File: src/rtl/serial_adder_pkg.sv
// Shared definitions for the bit-serial adder: state encodings and the default operand width.
package serial_adder_pkg;

    localparam int SA_DEFAULT_WIDTH = 8;

    typedef enum logic [1:0] {
        ST_IDLE = 2'd0,
        ST_RUN  = 2'd1,
        ST_DONE = 2'd2
    } sa_state_e;

    // The counter must reach WIDTH (one past the last bit index) without wrapping.
    function automatic int sa_cnt_width(input int width);
        return $clog2(width) + 1;
    endfunction

endpackage

File: src/rtl/full_adder_struct.sv
// Combinational one-bit full-adder cell, reused by the bit-serial adder.
module full_adder_struct (
    input  logic A,
    input  logic B,
    input  logic Cin,
    output logic S,
    output logic Cout
);

    logic half_sum;
    logic gen;
    logic prop;

    assign half_sum = A ^ B;
    assign gen      = A & B;
    assign prop     = Cin & half_sum;
    assign S        = half_sum ^ Cin;
    assign Cout     = gen | prop;

endmodule

File: src/rtl/serial_adder.sv
// Bit-serial WIDTH-bit adder with a start/done handshake, one full-adder step per clock.
// Optional signed-overflow output is built when SERIAL_ADDER_OVF_EN is defined.
module serial_adder
    import serial_adder_pkg::*;
#(
    parameter int WIDTH = SA_DEFAULT_WIDTH
) (
    input  logic             clk,
    input  logic             rst_n,
    input  logic             start,
    input  logic [WIDTH-1:0] a,
    input  logic [WIDTH-1:0] b,
    input  logic             cin,
    output logic             busy,
    output logic             done,
    output logic [WIDTH-1:0] sum,
    output logic             cout,
    output logic             ovf
);

    localparam int              CNT_W    = sa_cnt_width(WIDTH);
    localparam int              SUM_SH_W = WIDTH - 1;
    localparam logic [CNT_W-1:0] LAST_CNT = CNT_W'(WIDTH - 1);

    sa_state_e          state_q,  state_d;
    logic [WIDTH-1:0]   a_sh_q,   a_sh_d;
    logic [WIDTH-1:0]   b_sh_q,   b_sh_d;
    logic [SUM_SH_W-1:0] sum_sh_q, sum_sh_d;
    logic               carry_q,  carry_d;
    logic [CNT_W-1:0]   cnt_q,    cnt_d;
    logic               busy_q,   busy_d;
    logic               done_q,   done_d;
    logic [WIDTH-1:0]   sum_q,    sum_d;
    logic               cout_q,   cout_d;

    logic fa_s;
    logic fa_cout;
    logic last_bit;

    full_adder_struct u_fa (
        .A    (a_sh_q[0]),
        .B    (b_sh_q[0]),
        .Cin  (carry_q),
        .S    (fa_s),
        .Cout (fa_cout)
    );

    assign last_bit = (cnt_q == LAST_CNT);

    // The final sum bit never enters sum_sh; it goes straight into the result with the other WIDTH-1 bits.
    always_comb begin
        state_d  = state_q;
        a_sh_d   = a_sh_q;
        b_sh_d   = b_sh_q;
        sum_sh_d = sum_sh_q;
        carry_d  = carry_q;
        cnt_d    = cnt_q;
        busy_d   = 1'b0;
        done_d   = 1'b0;
        sum_d    = sum_q;
        cout_d   = cout_q;

        case (state_q)
            ST_IDLE, ST_DONE: begin
                if (start) begin
                    state_d  = ST_RUN;
                    a_sh_d   = a;
                    b_sh_d   = b;
                    sum_sh_d = '0;
                    carry_d  = cin;
                    cnt_d    = '0;
                    busy_d   = 1'b1;
                end else begin
                    state_d = ST_IDLE;
                end
            end
            ST_RUN: begin
                a_sh_d   = a_sh_q >> 1;
                b_sh_d   = b_sh_q >> 1;
                sum_sh_d = SUM_SH_W'({fa_s, sum_sh_q} >> 1);
                carry_d  = fa_cout;
                cnt_d    = cnt_q + CNT_W'(1);
                if (last_bit) begin
                    state_d = ST_DONE;
                    done_d  = 1'b1;
                    sum_d   = {fa_s, sum_sh_q};
                    cout_d  = fa_cout;
                end else begin
                    busy_d = 1'b1;
                end
            end
            default: begin
                state_d = ST_IDLE;
            end
        endcase
    end

    always_ff @(posedge clk or negedge rst_n) begin
        if (!rst_n) begin
            state_q  <= ST_IDLE;
            a_sh_q   <= '0;
            b_sh_q   <= '0;
            sum_sh_q <= '0;
            carry_q  <= 1'b0;
            cnt_q    <= '0;
            busy_q   <= 1'b0;
            done_q   <= 1'b0;
            sum_q    <= '0;
            cout_q   <= 1'b0;
        end else begin
            state_q  <= state_d;
            a_sh_q   <= a_sh_d;
            b_sh_q   <= b_sh_d;
            sum_sh_q <= sum_sh_d;
            carry_q  <= carry_d;
            cnt_q    <= cnt_d;
            busy_q   <= busy_d;
            done_q   <= done_d;
            sum_q    <= sum_d;
            cout_q   <= cout_d;
        end
    end

    assign busy = busy_q;
    assign done = done_q;
    assign sum  = sum_q;
    assign cout = cout_q;

`ifdef SERIAL_ADDER_OVF_EN
    localparam logic [CNT_W-1:0] MSB_CNT = CNT_W'(WIDTH - 2);

    logic msb_cin_q, msb_cin_d;
    logic ovf_q,     ovf_d;

    // Carry out of bit WIDTH-2 is the carry into the MSB; overflow is its XOR with the final carry.
    always_comb begin
        msb_cin_d = msb_cin_q;
        ovf_d     = ovf_q;
        if (state_q == ST_RUN) begin
            if (cnt_q == MSB_CNT) begin
                msb_cin_d = fa_cout;
            end
            if (last_bit) begin
                ovf_d = msb_cin_q ^ fa_cout;
            end
        end
    end

    always_ff @(posedge clk or negedge rst_n) begin
        if (!rst_n) begin
            msb_cin_q <= 1'b0;
            ovf_q     <= 1'b0;
        end else begin
            msb_cin_q <= msb_cin_d;
            ovf_q     <= ovf_d;
        end
    end

    assign ovf = ovf_q;
`else
    assign ovf = 1'b0;
`endif

endmodule

File: config.mk
export PLATFORM = sky130hd
export DESIGN_NAME = serial_adder
export DESIGN_NICKNAME = d
export VERILOG_FILES = /design/src/rtl/serial_adder_pkg.sv /design/src/rtl/full_adder_struct.sv /design/src/rtl/serial_adder.sv
export SDC_FILE = /design/constraint.sdc
export NUM_CORES = 1
export LEC_CHECK = 0
export ABC_AREA = 1
export CAP_MARGIN = 20
export CORE_MARGIN = 1.5
export CORE_UTILIZATION = 52
export DETAILED_ROUTE_END_ITERATION = 6
export PLACE_DENSITY = 0.8
export SYNTH_ARGS = -nofsm -noshare
export SYNTH_HDL_FRONTEND = slang
export SYNTH_SLANG_ARGS = --single-unit
File: constraint.sdc
create_clock -name clk -period 1.3 [get_ports clk]
set_input_delay 0.195 -clock clk [delete_from_list [all_inputs] [get_ports clk]]
set_output_delay 0.195 -clock clk [all_outputs]
set_load 0.005 [all_outputs]
==> results.md <==
* Leading area contributor after synthesis: dfrtp_1
* Most common cell in the netlist: nand2_1
* Required time of the critical path at 1.55 ns
* Clock Latency Late Sink at approximately 0.34 ns
* Final TNS setup at 0 ns
* Die span in y at approximately 63 um
* Critical path class: flop to flop
* Power Density at ~2200 mW/mm^2
* Port-buffer cells at 30
* Vias per cell at between 4 and 5
* Synth cell count leaders: nand2_1 (108), dfrtp_1 (41), inv_1 (25), nand2_2 (13), o22ai_1 (6)
* Drt drc at 0
* Iteration-0 DRC Markers at 85
* CTS root buf: clkbuf_4
* CTS tree: built
* # clock sinks at 41
* Max Cap Violations at 0
* Total Nets Final at just under 300
* WP data arrival at about 1.5 ns
* Clock Tree Buf Depth at 2
* Max VDD drop at approximately 1.1 mV
* Ys flop type: dfrtp_1
* Fin. Hold Viols at 0
* First-pass iteration count of the detailed router at 4
* CP Max Fanout at 5
* Full die area at about 0.004 sq mm
* N_diodes at 0
* EDFF count, synth at 0
* P&R area growth vs syn at 25.75%
* Syn Inst Count at roughly 220
* GR Overflow Total at 0
* Layout cells sized above 1 at around 17%
* FMAX at between 0.8 and 0.9 GHz
* Initial Utilization at between 50 and 60%
* Initial antenna violation count at 0
* Vias in the first global route at about 1300
* Die width at 63.14 um
* Outcome: finished, final reports clean
* Synth Cell Area at between 0.0015 and 0.002 sq mm
* Critical path capture point type: flop
* Gr usage total at approximately 18%
* Max-slew violation count at 0
* Top cells by area, synth: dfrtp_1 (55%), nand2_1 (22%), inv_1 (5.0%)
* Syn nets at roughly 240
* Top-area cell type share of the netlist area at 54.56%
* Period minus WS final at about 1.2 ns
* Placeable Area at 0.003390 sq mm
* Num CTS Buffers at 5
* Largest net degree at the start of global routing at 24
* WL final at approximately 3.5 mm
* WL per Instance at between 10 and 15 um
* Post-synth cell types at 23
* DR vias at approximately 1500
* Final Skew at roughly 0.0065 ns
* Finished Core Util at approximately 70%
* Row cnt at 21
* Dpl hpwl at about 2.3 mm
* Mean area per synthesized cell at 8.471 sq um
* Synth Register Bits at 41
* Async SR Flop Fraction at 100.0%
* Post-Place Cells at 298
* Global placer's final weighted congestion at between 0.7 and 0.8
* Hold WC Path Type: primary input to async pin
* Startpoint Class: flop
* Global-route wire length before repair at 5.554 mm
* Detail Route Antenna Nets at 0
* Sequential fraction of the synthesis area at 54.56%
* CTS H-tree lvls at 2
* Io pins at 32
* Leak pwr at 1.281 nW
* Reg clk slew, reported paths at 0.11 ns
* Setup violators final at 0
* Non-filler cells, final at ~310
* Tcrit/Tclk final at ~96%
* Yosys warnings at 0
## cell type report
cell class | instances | area, sq um
flip-flops and latches | 41 | 1027
fillers | 274 | 1025
multi-input cells | 148 | 694.4
repair buffers | 44 | 439.2
inverters | 27 | 103.9
well taps | 46 | 57.56
clock buffers | 5 | 37.54
clock inverters | 1 | 5.005
## path summary, 6_finish.rpt
check	cells past startpoint	slack (ns)	start	end
worst max-delay path	6	0.05	cnt_q[1]	cout
worst min register to register	2	0.48	sum_sh_q[4]	sum[4]
max in group asynchronous	3	0.49	rst_n	state_q[0]
worst min-delay path	2	0.32	rst_n	sum[0]
min in group clk	3	0.39	b[7]	b_sh_q[7]
worst max register to register	6	0.05	cnt_q[1]	cout
## per-layer routing
layer / global-route usage (%) / part of all wire, % / vias up
li1: - / - / 749
met1: 23.83 / 46 / 681
met2: 28.46 / 49 / 26
met3: 3.750 / 3.4 / 8
met4: 9.167 / 2.2 / 0
met5: 0 / 0 / -
## kinds of logic (layout without fill, tap and decap cells)
kind of cell / Yosys count / after routing / synth area share, %
other: 1 / 1 / 0.1994
DFF: 41 / 41 / 54.56
AOI/OAI and AO/OA: 10 / 10 / 3.060
and+or+nand+nor: 134 / 135 / 31.07
buffers and inverters: 34 / 77 / 9.381
adders and majority gates: 2 / 2 / 1.730
## flip-flops by register name, summed over array words and instances, names as in the netlist
register and cells:
a_sh_q 8, b_sh_q 8, sum 8, sum_sh_q 7, cnt_q 4, state_q 2, busy 1, carry_q 1
cout 1, done 1
## cells in the final DEF (no fill, tap or decap), types with 2 or more instances in the layout
master | synthesis | layout
nand2_1 | 108 | 108
dfrtp_1 | 41 | 40
inv_1 | 25 | 25
clkdlybuf4s50_1 | 0 | 18
nand2_2 | 13 | 14
dlygate4sd2_1 | 0 | 11
buf_4 | 1 | 9
o22ai_1 | 6 | 6
clkbuf_4 | 0 | 5
nand3_1 | 4 | 4
buf_12 | 0 | 4
nor2_4 | 2 | 3
nor2_1 | 3 | 2
o21ai_0 | 3 | 2
## critical path, stage by stage (launching register included)
cell and delay [ns]:
dfrtp_1 0.40, ha_2 0.21, nand2_1 0.11, nor2_4 0.16, nand2_2 0.13, nand2_1 0.09, nand2_1 0.05
## power breakdown
group          total, mW  switching, mW  leakage [nW]  internal [mW]
logic               2.43           1.30         0.739           1.13
clock network      0.558          0.370        0.0269          0.188
registers           2.18          0.342         0.515           1.84
## timing repair
action,4_1_cts,5_1_grt
gates resized for setup,11,6
pin swaps,0,1
hold buffers,1,0
buffers inserted,4,2
cloned,0,1
endpoints found under the setup margin,11,10
endpoints found under the hold margin,18,0
## stage by stage
stage | power, mW | hold slack (ns) | cell area, sq um | worst slack (ns)
after floorplan | 3.793 | -0.1006 | 1881 | 0.1776
after global placement | 4.486 | 0.1691 | 2263 | 0.009339
after detailed placement | 4.566 | 0.1768 | 2263 | -0.02962
after CTS | 5.088 | 0.3339 | 2332 | 0.03465
after global routing | 5.631 | 0.3490 | 2365 | -0.02870
final | 5.171 | 0.3249 | 2365 | 0.05145
Power figures use the tool's default switching activity.
